[src/rtl/ctrl_desplazamiento_pkg.sv]
// rtl/ctrl_desplazamiento_pkg.sv - shared state codes and default sizes for the shift sequencer
package ctrl_desplazamiento_pkg;

    localparam int WIDTH_DEF = 4;
    localparam int CNT_W_DEF = 3;

    typedef enum logic [2:0] {
        S_IDLE    = 3'd0,
        S_LOAD    = 3'd1,
        S_SHIFT   = 3'd2,
        S_CAPTURE = 3'd3,
        S_DONE    = 3'd4
    } state_t;

    function automatic logic is_busy(input state_t s);
        return (s != S_IDLE);
    endfunction

endpackage

[src/rtl/ctrl_desplazamiento_contador.sv]
// rtl/ctrl_desplazamiento_contador.sv - loadable down-counter with zero/one flags, never wraps
module contador_desplaz #(
    parameter int CNT_W = 3
) (
    input  logic             clk,
    input  logic             rst,
    input  logic             load,
    input  logic [CNT_W-1:0] load_val,
    input  logic             dec,
    output logic [CNT_W-1:0] count,
    output logic             zero,
    output logic             one
);

    // Load has priority; a decrement at zero is dropped so the count never wraps
    always_ff @(posedge clk) begin
        if (rst) begin
            count <= '0;
        end else if (load) begin
            count <= load_val;
        end else if (dec && (count != '0)) begin
            count <= count - CNT_W'(1);
        end
    end

    assign zero = (count == '0);
    assign one  = (count == CNT_W'(1));

endmodule

[src/rtl/ctrl_desplazamiento.sv]
// rtl/ctrl_desplazamiento.sv - load/shift/capture sequencer for the arithmetic-right-shift register
module ctrl_desplazamiento
    import ctrl_desplazamiento_pkg::*;
#(
    parameter int WIDTH = WIDTH_DEF,
    parameter int CNT_W = CNT_W_DEF
) (
    input  logic             clk,
    input  logic             rst,
    input  logic             start,
    input  logic             abort,
    input  logic [WIDTH-1:0] operand,
    input  logic [CNT_W-1:0] amount,
    input  logic [WIDTH-1:0] reg_q,
    output logic             reg_load,
    output logic             reg_shift,
    output logic [WIDTH-1:0] reg_data,
    output logic             busy,
    output logic             done,
    output logic [WIDTH-1:0] result
);

    state_t           state;
    state_t           state_nxt;
    logic             accept;
    logic             capture;
    logic             cnt_dec;
    logic [CNT_W-1:0] cnt_val;
    logic             cnt_zero;
    logic             cnt_one;

    contador_desplaz #(
        .CNT_W (CNT_W)
    ) u_contador (
        .clk      (clk),
        .rst      (rst),
        .load     (accept),
        .load_val (amount),
        .dec      (cnt_dec),
        .count    (cnt_val),
        .zero     (cnt_zero),
        .one      (cnt_one)
    );

    // State register
    always_ff @(posedge clk) begin
        if (rst) begin
            state <= S_IDLE;
        end else begin
            state <= state_nxt;
        end
    end

    // Next state plus Moore strobes; abort overrides everything outside IDLE
    always_comb begin
        state_nxt = state;
        accept    = 1'b0;
        capture   = 1'b0;
        cnt_dec   = 1'b0;
        reg_load  = 1'b0;
        reg_shift = 1'b0;
        done      = 1'b0;
        busy      = is_busy(state);
        case (state)
            S_IDLE: begin
                if (start && !abort) begin
                    accept    = 1'b1;
                    state_nxt = S_LOAD;
                end
            end
            S_LOAD: begin
                reg_load  = 1'b1;
                state_nxt = cnt_zero ? S_CAPTURE : S_SHIFT;
            end
            S_SHIFT: begin
                reg_shift = 1'b1;
                cnt_dec   = 1'b1;
                if (cnt_one || cnt_zero) begin
                    state_nxt = S_CAPTURE;
                end
            end
            S_CAPTURE: begin
                capture   = 1'b1;
                state_nxt = S_DONE;
            end
            S_DONE: begin
                done      = 1'b1;
                state_nxt = S_IDLE;
            end
            default: begin
                state_nxt = S_IDLE;
            end
        endcase
        if (abort && (state != S_IDLE)) begin
            state_nxt = S_IDLE;
            capture   = 1'b0;
            cnt_dec   = 1'b0;
        end
    end

    // Operand latch on accepted start, result capture from the register output
    always_ff @(posedge clk) begin
        if (rst) begin
            reg_data <= '0;
            result   <= '0;
        end else begin
            if (accept) begin
                reg_data <= operand;
            end
            if (capture) begin
                result <= reg_q;
            end
        end
    end

    logic unused_cnt;
    assign unused_cnt = ^cnt_val;

endmodule
[config.mk]
export PLATFORM = sky130hd
export DESIGN_NAME = ctrl_desplazamiento
export DESIGN_NICKNAME = d
export VERILOG_FILES = /design/src/rtl/ctrl_desplazamiento_pkg.sv /design/src/rtl/ctrl_desplazamiento_contador.sv /design/src/rtl/ctrl_desplazamiento.sv
export SDC_FILE = /design/constraint.sdc
export NUM_CORES = 1
export LEC_CHECK = 0
export BUFFER_PORTS_ARGS = -buffer_cell sky130_fd_sc_hd__buf_4
export CAP_MARGIN = 20
export CORE_UTILIZATION = 46
export DETAILED_ROUTE_END_ITERATION = 12
export HOLD_SLACK_MARGIN = 0.08
export PLACE_DENSITY = 0.82
export SYNTH_ARGS = -nofsm -noshare
export SYNTH_HDL_FRONTEND = slang
export SYNTH_HIERARCHICAL = 1
export SYNTH_SLANG_ARGS = --single-unit
[constraint.sdc]
create_clock -name clk -period 2.37 [get_ports clk]
set_clock_uncertainty 0.05 [all_clocks]
set_input_delay 0.1185 -clock clk [delete_from_list [all_inputs] [get_ports clk]]
set_output_delay 0.1185 -clock clk [all_outputs]
set_load 0.005 [all_outputs]
# == Word-level counts from Yosys, hierarchy flattened ==
# Index checks and enable logic that the tools add are counted.
# word_totals
reg_bits,14
input_bits,15
out_inout_bits,12
elab_cells,38
# op_classes
add_sub_neg,1
eq_ne,7
n_mux,14
reduce_logical,12
# ops
cell,n
2-to-1 mux 3 bit,4
one-hot mux 3 bit (4 select lines),1
2-to-1 mux 1 bit,9
== test 3 x 1 -> 1 bit (second input constant),2
== test 3 x 2 -> 1 bit (second input constant),2
logical NOT 3 bit,2
nonzero test 3 bit,2
inequality test 2 bit (second input constant),2
== test 3 bit (second input constant),1
logical AND 1 bit,3
subtractor 3 x 1 -> 3 bit (second input constant),1
AND reduction 2 bit,1
nonzero test 2 bit,1
OR reduction 2 bit,1
logical NOT 1 bit,1
logical OR 1 bit,1

# == Longest topological paths before layout ==
# depth
word_depth,6
depth_mapped,7

# == Hierarchy ==
# The synthesis kept the hierarchy.
# by_module_without_submodules
module,instances,cells_per_inst,area_per_inst_um2,seq_area_each_um2
ctrl_desplazamiento,1,51,499.2,220.2
contador_desplaz,1,25,222.7,60.1

# == Least setup slack after synthesis ==
# Ideal clock, no wire load.
# synth_timing
path_type,reg-to-reg
from,reg state[1]
to,reg u_contador.count[2]
setup_ns,0.123
arrival_time_ns,1.495
required_time_ns,2.197
setup_slack_ns,0.701
path_stages_with_launch,6
path_buffers,0
synth_period_minus_slack_ns,1.669
path_cell_list,dfxtp_1 or3b_2 nor2_1 a21boi_0 a311oi_1 nor3_1
# synth_between
elab_chain_len,5
# synth_lines
item,line_no,text
start: declaration,ctrl_desplazamiento.sv:23,state_t state;
start signal: assignment,ctrl_desplazamiento.sv:50,state <= state_nxt;
== test 3 x 2 -> 1 bit / nonzero test 3 bit (equally long branches),"ctrl_desplazamiento.sv:64, ctrl_desplazamiento.sv:94",
2-to-1 mux 1 bit / logical AND 1 bit (equally long branches),"ctrl_desplazamiento.sv:64, ctrl_desplazamiento.sv:94",
2-to-1 mux 1 bit (*),ctrl_desplazamiento.sv:94,if (abort && (state != S_IDLE)) begin
net cnt_dec,ctrl_desplazamiento.sv:27,logic cnt_dec;
logical AND 1 bit (*),ctrl_desplazamiento_contador.sv:21,end else if (dec && (count != '0)) begin
nonzero test 2 bit (no source line) (*),n/a,
end signal: assignment,ctrl_desplazamiento_contador.sv:20,count <= load_val;
end signal: assignment,ctrl_desplazamiento_contador.sv:22,count <= count - CNT_W'(1);
end: declaration,ctrl_desplazamiento_contador.sv:10,"output logic [CNT_W-1:0] count,"
# Mark *: on every way through the listed nets, which the timed path passes. The rest lies on a longest branch.
# A chain may end at the register's enable or synchronous reset.

# == Worst setup path in the final report ==
# Same ends and word-level chain as after synthesis.

==> impl_metrics.toml <==
[critical_path]
startpoint = "state[1]"
path_max_fanout = 7
critPathKind = "register to register"
reg2reg_setup_slack_ns = 0.47
cp_data_arrival_time_ns = 2.02
r2r_start = "state[1]"
regToRegEndpoint = "u_contador/count[2]"
endpoint = "u_contador/count[2]"
start_kind = "register"
worst_setup_path_end_kind = "register"
reg2reg_depth = 5
cp.required_ns = 2.49

[sta]
holdWs_ns = 0.0804
min_period_over_period_pct = 80.2
rsz0062_at_grt = "false"
setup_violations = 0
slew_headroom_pct = 67.5
setup_slack_ns = 0.468
final_hold_viol_count = 0
period_needed_ns = 1.90
worstMarginPinSlew_ns = 0.487
max_freq_mhz = 526
maxSlewViolCount = 0
setup_tns_ns = 0

[cts]
cts_root_buffer = "clkbuf_4"
cts_buffers = 3
cts_tree = "done"
worstSkewPairLatency_ns = 0.28
h-tree-depth = 1
cts_max_path_buffers = 2
clk_pin_slew_ns = 0.08
post_cts.repair.setup_buffers = 0
clock-sinks = 14

[finish]
final_nets = 135
num_antenna_cells = 0
final_cell_mix = "buf_4, dfxtp_1, dlygate4sd3_1"
fin_cells = 131
syn2layout_area_growth_pct = 50.3
fillers = 102
final_common_cell = "buf_4"
drive_gt1_share_pct = 33.6

[yosys]
ys_seq_area_share_pct = 38.8
postSynth.asyncResetShare_pct = 0
ys_ff_latch = 14
yosys-top-cells-area = "dfxtp_1, mux2i_1, nand2b_1"
synth_edf_count = 0
synth_top_cell_by_area = "dfxtp_1"
netlist_area_um2 = 722
synth_nets = 94
yosysWarnings = 6
ys_types = 29
syn_inst = 76
avgSynthCellArea_um2 = 9.50
yosys.area.top_type_share_pct = 38.8
ys.flop_type = "dfxtp_1"

[routing]
num_vias = 680
firstDrtPassIters = 4
wl_per_cell_um = 13.8
postRouteWirelength_um = 1810
initialDrtViolationCount = 15
via_per_inst = 5.19
detail-route-antenna-nets = 0
drc = 0

[die]
die_h_um = 41.6
num_io_pins = 27
die_w_um = 41.6
start_util_pct = 52.2
core.rowCount = 13
die-area_um2 = 1730
core_um2 = 1380

[global_route]
gr-total-overflow = 0
grt_usage_pct = 22.1
grt_max_degree = 18
antenna_found_initial = 0
grt_pass1_wl_um = 2860
first_global_vias = 654

[power]
p_total_mw = 0.651
p_leak_nw = 0.491
p_per_area_nw_per_um2 = 600
irDropWorstVdd_mv = 0.591

[placed_design]
hpwl_um = 1170
dp.cells = 115
place.gp.congestion = 0.858
portBuffers = 26
post-place-ws_ns = 0.513

[min_path]
worstHoldPathType = "input port to register"
whs_path_depth = 2

[run_status]
run_status = "finished clean"

[job]
max_cap_violations = 0
[synth_stat cells, types with 2 or more instances]
master,instances
a21oi_1,3
clkbuf_1,2
dfxtp_1,14
ha_1,3
inv_1,5
mux2i_1,8
nand2b_1,10
nand3b_1,2
nor2_1,8
nor3_1,2
[worst min-delay path by stage]
stage / slack (ns) / endpoint / startpoint
global placement: 0.30 / result[1] / reg_q[1]
CTS: 0.08 / result[2] / rst
detailed placement: 0.31 / result[1] / reg_q[1]
global route: 0.08 / u_contador/count[2] / rst
floorplan: 0.15 / u_contador/count[2] / rst
finish: 0.08 / u_contador/count[2] / rst
[logic make-up after synthesis]
group / Yosys count / share of synthesized area (%)
buffers and inverters: 7 / 3.64
adder cells (fa/ha/maj): 3 / 5.20
multiplexers: 8 / 11.1
AO/OA/AOI/OAI: 11 / 11.8
AND/OR/NAND/NOR: 33 / 29.5
flip-flops: 14 / 38.8
[critical path, stage by stage (launching register included)]
cell and delay [ns]:
dfxtp_1 0.44, or3b_2 0.50, nor2_1 0.32, a21boi_0 0.15
a311oi_1 0.26, nor3_1 0.07
[power breakdown]
group	switching [mW]	total [mW]	internal (mW)	leakage [nW]
registers	0.0212	0.278	0.257	0.114
clock network	0.0754	0.169	0.0934	0.0210
logic	0.0871	0.204	0.117	0.356
total	0.184	0.651	0.467	0.491
[repair_timing]
item	in CTS	in global routing
resized for setup	0	0
endpoints found under the hold margin	10	0
hold buffers	12	0
[flip-flops by register name, indices dropped and copies added (netlist names)]
name,count
u_contador/count,3
result,4
reg_data,4
state,3
[final cells by class]
class                      count  area (um^2)  share of cell area [%]
tap                           15         18.8                    1.73
timing repair buffer          38          315                    29.1
inverter                       5         18.8                    1.73
multi-input combinational     55          415                    38.3
clock buffer                   4         36.3                    3.34
sequential                    14          280                    25.8
[per-layer routing]
layer  vias up  track usage [%]  wire length (um)
met3         8             8.26                88
li1        340                -                 -
met4         0             12.3                76
met2        27             38.1               915
met5         -                0                 0
met1       305             22.7               727
[through the flow]
stage               instance area [um^2]  util (%)
finish                              1080      78.5
detailed placement                   928      67.1
global route                        1080      78.5
floorplan                            722         -
CTS                                 1080      78.5
global placement                     928      67.1
(Power assumes the default switching activity.)
